[src/rtl/seq_pkg.sv]
// Shared definitions for the serial pattern path: serializer state encoding,
// default word width and the detector pattern used by the benches.
package seq_pkg;

   localparam int DEFAULT_WIDTH = 8;

   localparam logic [3:0] DET_PATTERN = 4'b1011;

   typedef enum logic [1:0] {
      IDLE  = 2'b00,
      SHIFT = 2'b01
   } state_e;

endpackage : seq_pkg

[src/rtl/piso_serializer.sv]
// Parallel-in serial-out stage feeding the pattern detector: valid/ready word
// intake, one-word holding register, gapless back-to-back shifting, frame markers.
module piso_serializer
   import seq_pkg::*;
#(
   parameter int WIDTH     = DEFAULT_WIDTH,
   parameter bit MSB_FIRST = 1'b1,
   parameter bit IDLE_BIT  = 1'b0
) (
   input  logic             clk,
   input  logic             rst_n,
   input  logic [WIDTH-1:0] load_data,
   input  logic             load_valid,
   output logic             load_ready,
   output logic             ser_out,
   output logic             ser_valid,
   output logic             frame_start,
   output logic             frame_end,
   output logic             busy
);

   localparam int CNT_W = (WIDTH > 2) ? $clog2(WIDTH) : 1;
   localparam logic [CNT_W-1:0] CNT_LAST = CNT_W'(WIDTH - 1);
   localparam logic [CNT_W-1:0] CNT_ZERO = CNT_W'(0);
   localparam logic [CNT_W-1:0] CNT_ONE  = CNT_W'(1);

   // Bit that leaves the word first.
   function automatic logic lead_bit(input logic [WIDTH-1:0] word);
      if (MSB_FIRST) begin
         lead_bit = word[WIDTH-1];
      end else begin
         lead_bit = word[0];
      end
   endfunction

   // Word with its leading bit consumed.
   function automatic logic [WIDTH-1:0] advance(input logic [WIDTH-1:0] word);
      if (MSB_FIRST) begin
         advance = {word[WIDTH-2:0], 1'b0};
      end else begin
         advance = {1'b0, word[WIDTH-1:1]};
      end
   endfunction

   state_e           state_r, state_s;
   logic [WIDTH-1:0] shift_r, shift_s;
   logic [CNT_W-1:0] bit_cnt_r, bit_cnt_s;
   logic [WIDTH-1:0] hold_r, hold_s;
   logic             hold_full_r, hold_full_s;
   logic             ser_out_r, ser_out_s;
   logic             ser_valid_r, ser_valid_s;
   logic             frame_start_r, frame_start_s;
   logic             frame_end_r, frame_end_s;
   logic             accept_s;
   logic             start_s;
   logic [WIDTH-1:0] start_word_s;

   assign load_ready  = !hold_full_r;
   assign accept_s    = load_valid && !hold_full_r;
   assign busy        = (state_r == SHIFT) || hold_full_r;
   assign ser_out     = ser_out_r;
   assign ser_valid   = ser_valid_r;
   assign frame_start = frame_start_r;
   assign frame_end   = frame_end_r;

   // Next-state, shifting, holding-register and registered-output decode.
   always_comb begin
      state_s       = state_r;
      shift_s       = shift_r;
      bit_cnt_s     = bit_cnt_r;
      hold_s        = hold_r;
      hold_full_s   = hold_full_r;
      ser_out_s     = ser_out_r;
      ser_valid_s   = ser_valid_r;
      frame_start_s = 1'b0;
      frame_end_s   = 1'b0;
      start_s       = 1'b0;
      start_word_s  = load_data;

      case (state_r)
         IDLE: begin
            if (accept_s) begin
               start_s      = 1'b1;
               start_word_s = load_data;
            end else begin
               ser_valid_s = 1'b0;
               ser_out_s   = IDLE_BIT;
            end
         end
         SHIFT: begin
            if (bit_cnt_r != CNT_ZERO) begin
               ser_out_s   = lead_bit(shift_r);
               shift_s     = advance(shift_r);
               bit_cnt_s   = bit_cnt_r - CNT_ONE;
               frame_end_s = (bit_cnt_r == CNT_ONE);
               if (accept_s) begin
                  hold_s      = load_data;
                  hold_full_s = 1'b1;
               end else begin
                  hold_s = hold_r;
               end
            end else if (hold_full_r) begin
               start_s      = 1'b1;
               start_word_s = hold_r;
               hold_full_s  = 1'b0;
            end else if (accept_s) begin
               // Bypass: a word offered on the last bit goes straight to the shifter.
               start_s      = 1'b1;
               start_word_s = load_data;
            end else begin
               state_s     = IDLE;
               ser_valid_s = 1'b0;
               ser_out_s   = IDLE_BIT;
            end
         end
         default: begin
            state_s     = IDLE;
            bit_cnt_s   = CNT_ZERO;
            hold_full_s = 1'b0;
            ser_valid_s = 1'b0;
            ser_out_s   = IDLE_BIT;
         end
      endcase

      if (start_s) begin
         state_s       = SHIFT;
         shift_s       = advance(start_word_s);
         bit_cnt_s     = CNT_LAST;
         ser_out_s     = lead_bit(start_word_s);
         ser_valid_s   = 1'b1;
         frame_start_s = 1'b1;
      end else begin
         frame_start_s = 1'b0;
      end
   end

   // State, datapath and output registers.
   always_ff @(posedge clk or negedge rst_n) begin
      if (!rst_n) begin
         state_r       <= IDLE;
         shift_r       <= {WIDTH{1'b0}};
         bit_cnt_r     <= CNT_ZERO;
         hold_r        <= {WIDTH{1'b0}};
         hold_full_r   <= 1'b0;
         ser_out_r     <= IDLE_BIT;
         ser_valid_r   <= 1'b0;
         frame_start_r <= 1'b0;
         frame_end_r   <= 1'b0;
      end else begin
         state_r       <= state_s;
         shift_r       <= shift_s;
         bit_cnt_r     <= bit_cnt_s;
         hold_r        <= hold_s;
         hold_full_r   <= hold_full_s;
         ser_out_r     <= ser_out_s;
         ser_valid_r   <= ser_valid_s;
         frame_start_r <= frame_start_s;
         frame_end_r   <= frame_end_s;
      end
   end

endmodule : piso_serializer

[config.mk]
export PLATFORM = sky130hd
export DESIGN_NAME = piso_serializer
export DESIGN_NICKNAME = d
export VERILOG_FILES = /design/src/rtl/seq_pkg.sv /design/src/rtl/piso_serializer.sv
export SDC_FILE = /design/constraint.sdc
export NUM_CORES = 1
export LEC_CHECK = 0
export ABC_AREA = 0
export CORE_MARGIN = 3
export CORE_UTILIZATION = 52
export CTS_CLUSTER_SIZE = 30
export DETAILED_ROUTE_END_ITERATION = 10
export GPL_TIMING_DRIVEN = 0
export PLACE_DENSITY_LB_ADDON = 0.15
export SYNTH_ARGS = -nofsm -noshare
export SYNTH_HDL_FRONTEND = slang
export SYNTH_SLANG_ARGS = --single-unit
[constraint.sdc]
create_clock -name clk -period 1.9 [get_ports clk]
set_input_delay 0.19 -clock clk [delete_from_list [all_inputs] [get_ports clk]]
set_output_delay 0.19 -clock clk [all_outputs]
set_load 0.01 [all_outputs]
==> flow_summary.yaml, run 1 <==
finish:
  area_growth_pct: 23.73
  finalNetCount: 153
  fill_cells: 159
  utilization_pct: 69.37
  drive_gt1_share_pct: 16.79
  final_area_um2: 1403
  antenna_cells: 0
timing:
  worst_pin_slew_ns: 1.058
  fin_crit_ns: 1.797
  hold_viol: 0
  finalCritPeriodShare_pct: 94.57
  skew_ns: 0.01042
  slew_viol_final: 0
  fmax_mhz: 556.5
  slew_headroom_pct: 29.25
  setup_viol: 0
  rsz0062_at_grt: "false"
critical_path:
  crit_arrival_ns: 1.61
  worstSetupPathType: "reg -> out"
  required_ns: 1.71
  critPathMaxFanout: 10
  startpoint_type: "flip-flop"
  critical-path-top-delay-family: "buffers and inverters"
  slowest_stage: "clkdlybuf4s50_1"
  crit_buf_inv: 3
  endpoint_kind: "output port"
  path_cells: "clkbuf_4, inv_1, nand2_1, clkdlybuf4s50_1"
  cp_slowest_stage_delay_ns: 0.53
routing:
  ant_nets: 0
  num_vias: 902
  drt-wirelength-per-cell_um: 14.10
  drt_iter0_drc: 18
  drtPass1Iterations: 5
  via_per_inst: 5.500
  drc: 0
  detail_route.wirelength_um: 2312
place:
  place_congestion: 0.7777
  dpl.hpwl_um: 1561
  numPortBuffers: 16
  dpl_cell_area_um2: 1328
synth:
  syn_area_per_cell_um2: 10.03
  ys_async_sr_fraction_pct: 100.0
  yosysSeqAreaShare_pct: 52.98
  yosysTopAreaCell: "dfrtp_1"
  synth-edff-count: 0
  netlist_instances: 113
  yosys_register_bits: 24
  synth_cell_types: 24
  yosysWarnings: 0
  synth.top_cell.area_share_pct: 52.98
  syn-cell-area_um2: 1134
  synth_ff_type: "dfrtp_1"
  synth_fp_nets: 127
  ys_top_cells_by_area: "dfrtp_1, a21oi_1, mux2_2"
clock_tree:
  hold_buffers: 0
  clock_latency_ns: 0.31
  cts_inserted_buffers: 3
  cts_root_buf: "clkbuf_4"
  clkTransAtPathRegs_ns: 0.12
  cts_tree: "yes"
  clkSinkCount: 24
  cts_max_path_buffers: 2
  htree_num_levels: 1
grt:
  track_usage_pct: 19.45
  grt_pass1_wl_um: 3967
  grt_pass1_vias: 939
  grt_overflow: 0
  grt_antenna_before_repair: 0
  grt_max_degree: 25
floorplanning:
  ios: 17
  die_area_um2: 2776
  rows: 16
  die_width_um: 52.69
  core_area_um2: 2022
  die_y_um: 52.69
  start_util_pct: 56.06
power:
  peakVddDrop_uv: 856.1
  p_leak_nw: 0.6520
  pwr_density_cell_nw_per_um2: 1454
run:
  drv_cap: 0
outcome:
  status: "finished clean"
min_path:
  hp-class: "in -> async"
[layer usage]
metal,part of all wire [%],track usage [%]
met1,46,23.10
met2,49,35.33
met3,4.2,3.419
met4,0.99,5.532
met5,0,0
[state kept, by name, indices dropped and copies added (netlist names)]
register,cells
hold_r,8
shift_r,7
bit_cnt_r,3
frame_end,1
frame_start,1
hold_full_r,1
ser_out,1
ser_valid,1
state_r,1
[report_power, final]
part	switching (W)	internal, W	leakage (nW)	total (W)
clock	0.000138	0.0000739	0.0138	0.000212
sequential	0.000116	0.000748	0.288	0.000864
combinational	0.000499	0.000465	0.350	0.000964
[Yosys cell counts (2+ instances only)]
cell type	count
nand2_1	5
nand2b_1	6
a21oi_1	20
mux2_1	3
mux2i_1	2
mux2_2	5
nor2b_1	2
inv_1	6
nand3_1	7
ha_1	3
o21ai_0	4
dfrtp_1	24
buf_2	4
nor2_1	12
[worst reg2reg max path, delay by kind of cell (launching register included)]
kind / cells / cell delay [ns]
adders and majority gates: 2 / 0.36
muxes: 1 / 0.33
buffers and inverters: 3 / 0.38
and+or+nand+nor: 1 / 0.22
DFF: 1 / 0.38
[kinds of logic after synthesis]
kind of cell | Yosys count | synth area share (%)
and+or+nand+nor | 35 | 15.67
AOI/OAI and AO/OA | 28 | 13.25
DFF | 24 | 52.98
buffers and inverters | 13 | 5.077
muxes | 10 | 9.713
adders and majority gates | 3 | 3.312
[placed cells by master (no fill, tap or decap)]
cell              n
nand2_1           5
nor3_4            1
nor2_4            1
ha_1              3
and3_1            1
mux2i_1           2
buf_2             3
nand3_1           7
mux2_1            3
o22ai_1           1
a21o_1            1
a21oi_1          20
o21ai_0           4
clkdlybuf4s50_1  16
nor2b_1           2
clkbuf_4          5
buf_6             1
inv_1             6
dfrtp_1          24
nand2b_1          6
mux2_2            5
nor2_1           12
a22oi_1           1
buf_4             5
o21ai_2           1
inv_2             1
[layout make-up]
type	instances	area [um2]	share of cell area, %
sequential	24	600.6	42.82
timing repair buffer	21	201.4	14.36
inverter	7	26.28	1.873
multi-input combinational	76	480.5	34.26
clock buffer	3	22.52	1.606
buffer	6	37.54	2.676
tap	27	33.78	2.409
[repair_timing]
action / 4_1_cts / 5_1_grt
pin swaps: 2 / 0
endpoints found under the setup margin: 12 / 15
setup buffers: 3 / 2
hold endpoints to repair: 0 / 0
gates resized for setup: 1 / 5
[per-stage QoR]
| stage | hold slack [ns] | instances | worst slack [ns] | TNS, ns | total power (W) |
|---|---|---|---|---|---|
| CTS | 0.4788 | 162 | 0.05289 | 0 | 0.001999 |
| finish | 0.4461 | 164 | 0.1032 | 0 | 0.002040 |
| global placement | 0.4586 | 156 | 0.01817 | 0 | 0.001711 |
| floorplan | -0.1056 | 113 | 0.1949 | 0 | 0.001481 |
| global route | 0.5005 | 164 | 0.006449 | 0 | 0.002225 |
| detailed placement | 0.4755 | 156 | -0.03187 | -0.1662 | 0.001768 |
[worst paths after layout]
check	from	to	slack, ns	cells after the start
setup / recovery	hold_full_r	busy	0.10	4
hold / removal	rst_n	ser_out	0.45	1
setup reg to reg	bit_cnt_r[0]	hold_r[3]	0.12	7
hold reg to reg	ser_valid	ser_valid	0.50	2
max in group asynchronous	rst_n	shift_r[3]	0.81	1
min in group clk	ser_valid	ser_valid	0.50	2
(Power assumes the default switching activity.)
==> run 2, diff against run 1 <==
--- a/config.mk
+++ b/config.mk
@@ -7,7 +7,7 @@
 export LEC_CHECK = 0
 export ABC_AREA = 0
 export CORE_MARGIN = 3
-export CORE_UTILIZATION = 52
+export CORE_UTILIZATION = 50
 export CTS_CLUSTER_SIZE = 30
 export DETAILED_ROUTE_END_ITERATION = 10
 export GPL_TIMING_DRIVEN = 0
==> constraint.sdc (replaced) <==
create_clock -name clk -period 1.8 [get_ports clk]
set_input_delay 0.18 -clock clk [delete_from_list [all_inputs] [get_ports clk]]
set_output_delay 0.18 -clock clk [all_outputs]
set_load 0.01 [all_outputs]
==> run 2 against run 1 <==
  * Via count shrank 0.33%
  * Critical path type is now reg -> reg
  * Final area grew 3.0%
  * Register-to-register slack got worse by 0.09 ns
==> flow_summary.yaml, run 2 (same netlist as run 1, synthesis figures left out) <==
outcome:
  status: "finished clean"
power:
  pwr_density_cell_nw_per_um2: 1565
  peakVddDrop_uv: 1010
  total_power_w: 0.002262
  p_leak_nw: 0.6689
floorplanning:
  die_area_um2: 2875
  rows: 16
  start_util_pct: 54.98
  core_area_um2: 2062
  die_y_um: 53.62
  die_width_um: 53.62
  ios: 17
place:
  dpl.hpwl_um: 1574
  numPortBuffers: 16
  dp_cells: 156
  place_congestion: 0.7924
finish:
  final_cell_mix: "dfrtp_1, a21oi_1, clkdlybuf4s50_1"
  final_common_cell: "dfrtp_1"
  top_register: "hold_r"
  fill_cells: 144
  antenna_cells: 0
  finalNetCount: 154
  reg.largest.list: "hold_r x8, shift_r x7, bit_cnt_r x3"
  drive_gt1_share_pct: 17.99
  largest_reg_flops: 8
  finalNonFillerCells: 166
  area_growth_pct: 27.48
timing:
  slew_viol_final: 0
  fmax_mhz: 564.7
  setup_viol: 0
  skew_ns: 0.01318
  slew_headroom_pct: 30.03
  finalCritPeriodShare_pct: 98.38
  hold_slack_ns: 0.4045
  finalSetupTns_ns: 0
  hold_viol: 0
  worst_pin_slew_ns: 1.046
  fin_crit_ns: 1.771
clock_tree:
  cts_tree: "yes"
  clkSinkCount: 24
  clkTransAtPathRegs_ns: 0.14
  cts_inserted_buffers: 3
  cts_max_path_buffers: 2
  cts_root_buf: "clkbuf_4"
  htree_num_levels: 1
  clock_latency_ns: 0.32
grt:
  grt_pass1_wl_um: 3974
  grt.busiest_layer: "met2"
  grt_pass1_vias: 900
  grtUsageMet3_pct: 4.986
  use_met2_pct: 34.49
  grt_overflow: 0
  grt_max_degree: 25
  use_met1_pct: 23.17
  grt_antenna_before_repair: 0
  track_usage_pct: 19.35
routing:
  ant_nets: 0
  drt-wirelength-per-cell_um: 14.28
  drc: 0
  drtPass1Iterations: 4
  drt_iter0_drc: 11
  num_vias: 899
  via_per_inst: 5.416
  detail_route.wirelength_um: 2371
critical_path:
  critPathLaunch: "hold_full_r"
  reg2reg_slack_ns: 0.03
  rr_endpoint: "hold_r[3]"
  critPathMaxFanout: 4
  timing.rr.start: "hold_full_r"
  required_ns: 2.01
  startpoint_type: "flip-flop"
  endpoint: "hold_r[3]"
  crit_arrival_ns: 1.98
  rr_worst_depth: 5
  endpoint_kind: "flip-flop"
  worstSetupPathType: "reg -> reg"
min_path:
  hp-class: "in -> async"
run:
  drv_cap: 0
## run 2: final cells by class
class,count,area [um2],share of cell area (%)
tap,27,33.78,2.338
inverter,7,28.78,1.991
timing repair buffer,22,212.7,14.72
buffer,6,52.55,3.636
clock buffer,4,36.28,2.511
multi-input combinational,76,480.5,33.25
sequential,24,600.6,41.56
## run 2: per-layer routing
layer / share of wire [%] / vias to the layer above / routed length (um)
li1: - / 434 / -
met1: 43 / 440 / 1019
met2: 51 / 23 / 1216
met3: 5.3 / 2 / 125
met4: 0.42 / 0 / 10
met5: 0 / - / 0
## run 2: worst max-delay path: stages, from the launching register on
cell,delay [ns]
dfrtp_1,0.43
buf_4,0.16
nand2b_1,0.28
nor3_4,0.30
buf_6,0.16
mux2_2,0.33
## run 2: worst min path at each step
stage,start,endpoint,slack [ns]
finish,rst_n,frame_start,0.40
global route,rst_n,ser_valid,0.48
CTS,rst_n,frame_start,0.45
detailed placement,hold_r[7],hold_r[7],0.47
global placement,ser_valid,ser_valid,0.46
floorplan,rst_n,bit_cnt_r[0],-0.12
## run 2: what timing repair did
action                                  CTS  global route
buffers inserted                          5             1
pin swaps                                 2             1
resized for setup                         2            14
endpoints found under the setup margin   18            18
hold buffers                              0             0
## run 2: metrics by stage
stage	setup slack [ns]	area (um2)	utilization (%)
after floorplan	0.09486	1134	-
after global placement	-0.09049	1328	64.38
after detailed placement	-0.1422	1328	64.38
after CTS	0.01182	1405	68.14
after global routing	-0.01181	1445	70.09
final	0.02911	1445	70.09
## run 2: power by group
group | internal (W) | switching, W | total (W) | leakage (nW)
clock | 0.000124 | 0.000166 | 0.000290 | 0.0210
sequential | 0.000788 | 0.000109 | 0.000898 | 0.288
combinational | 0.000530 | 0.000545 | 0.00107 | 0.360
==> run 3, diff against run 2 <==
--- a/config.mk
+++ b/config.mk
@@ -8,7 +8,6 @@
 export ABC_AREA = 0
 export CORE_MARGIN = 3
 export CORE_UTILIZATION = 50
-export CTS_CLUSTER_SIZE = 30
 export DETAILED_ROUTE_END_ITERATION = 10
 export GPL_TIMING_DRIVEN = 0
 export PLACE_DENSITY_LB_ADDON = 0.15
==> results of run 3 <==
No change in the layout: final DEF, timing and power equal those of run 2.
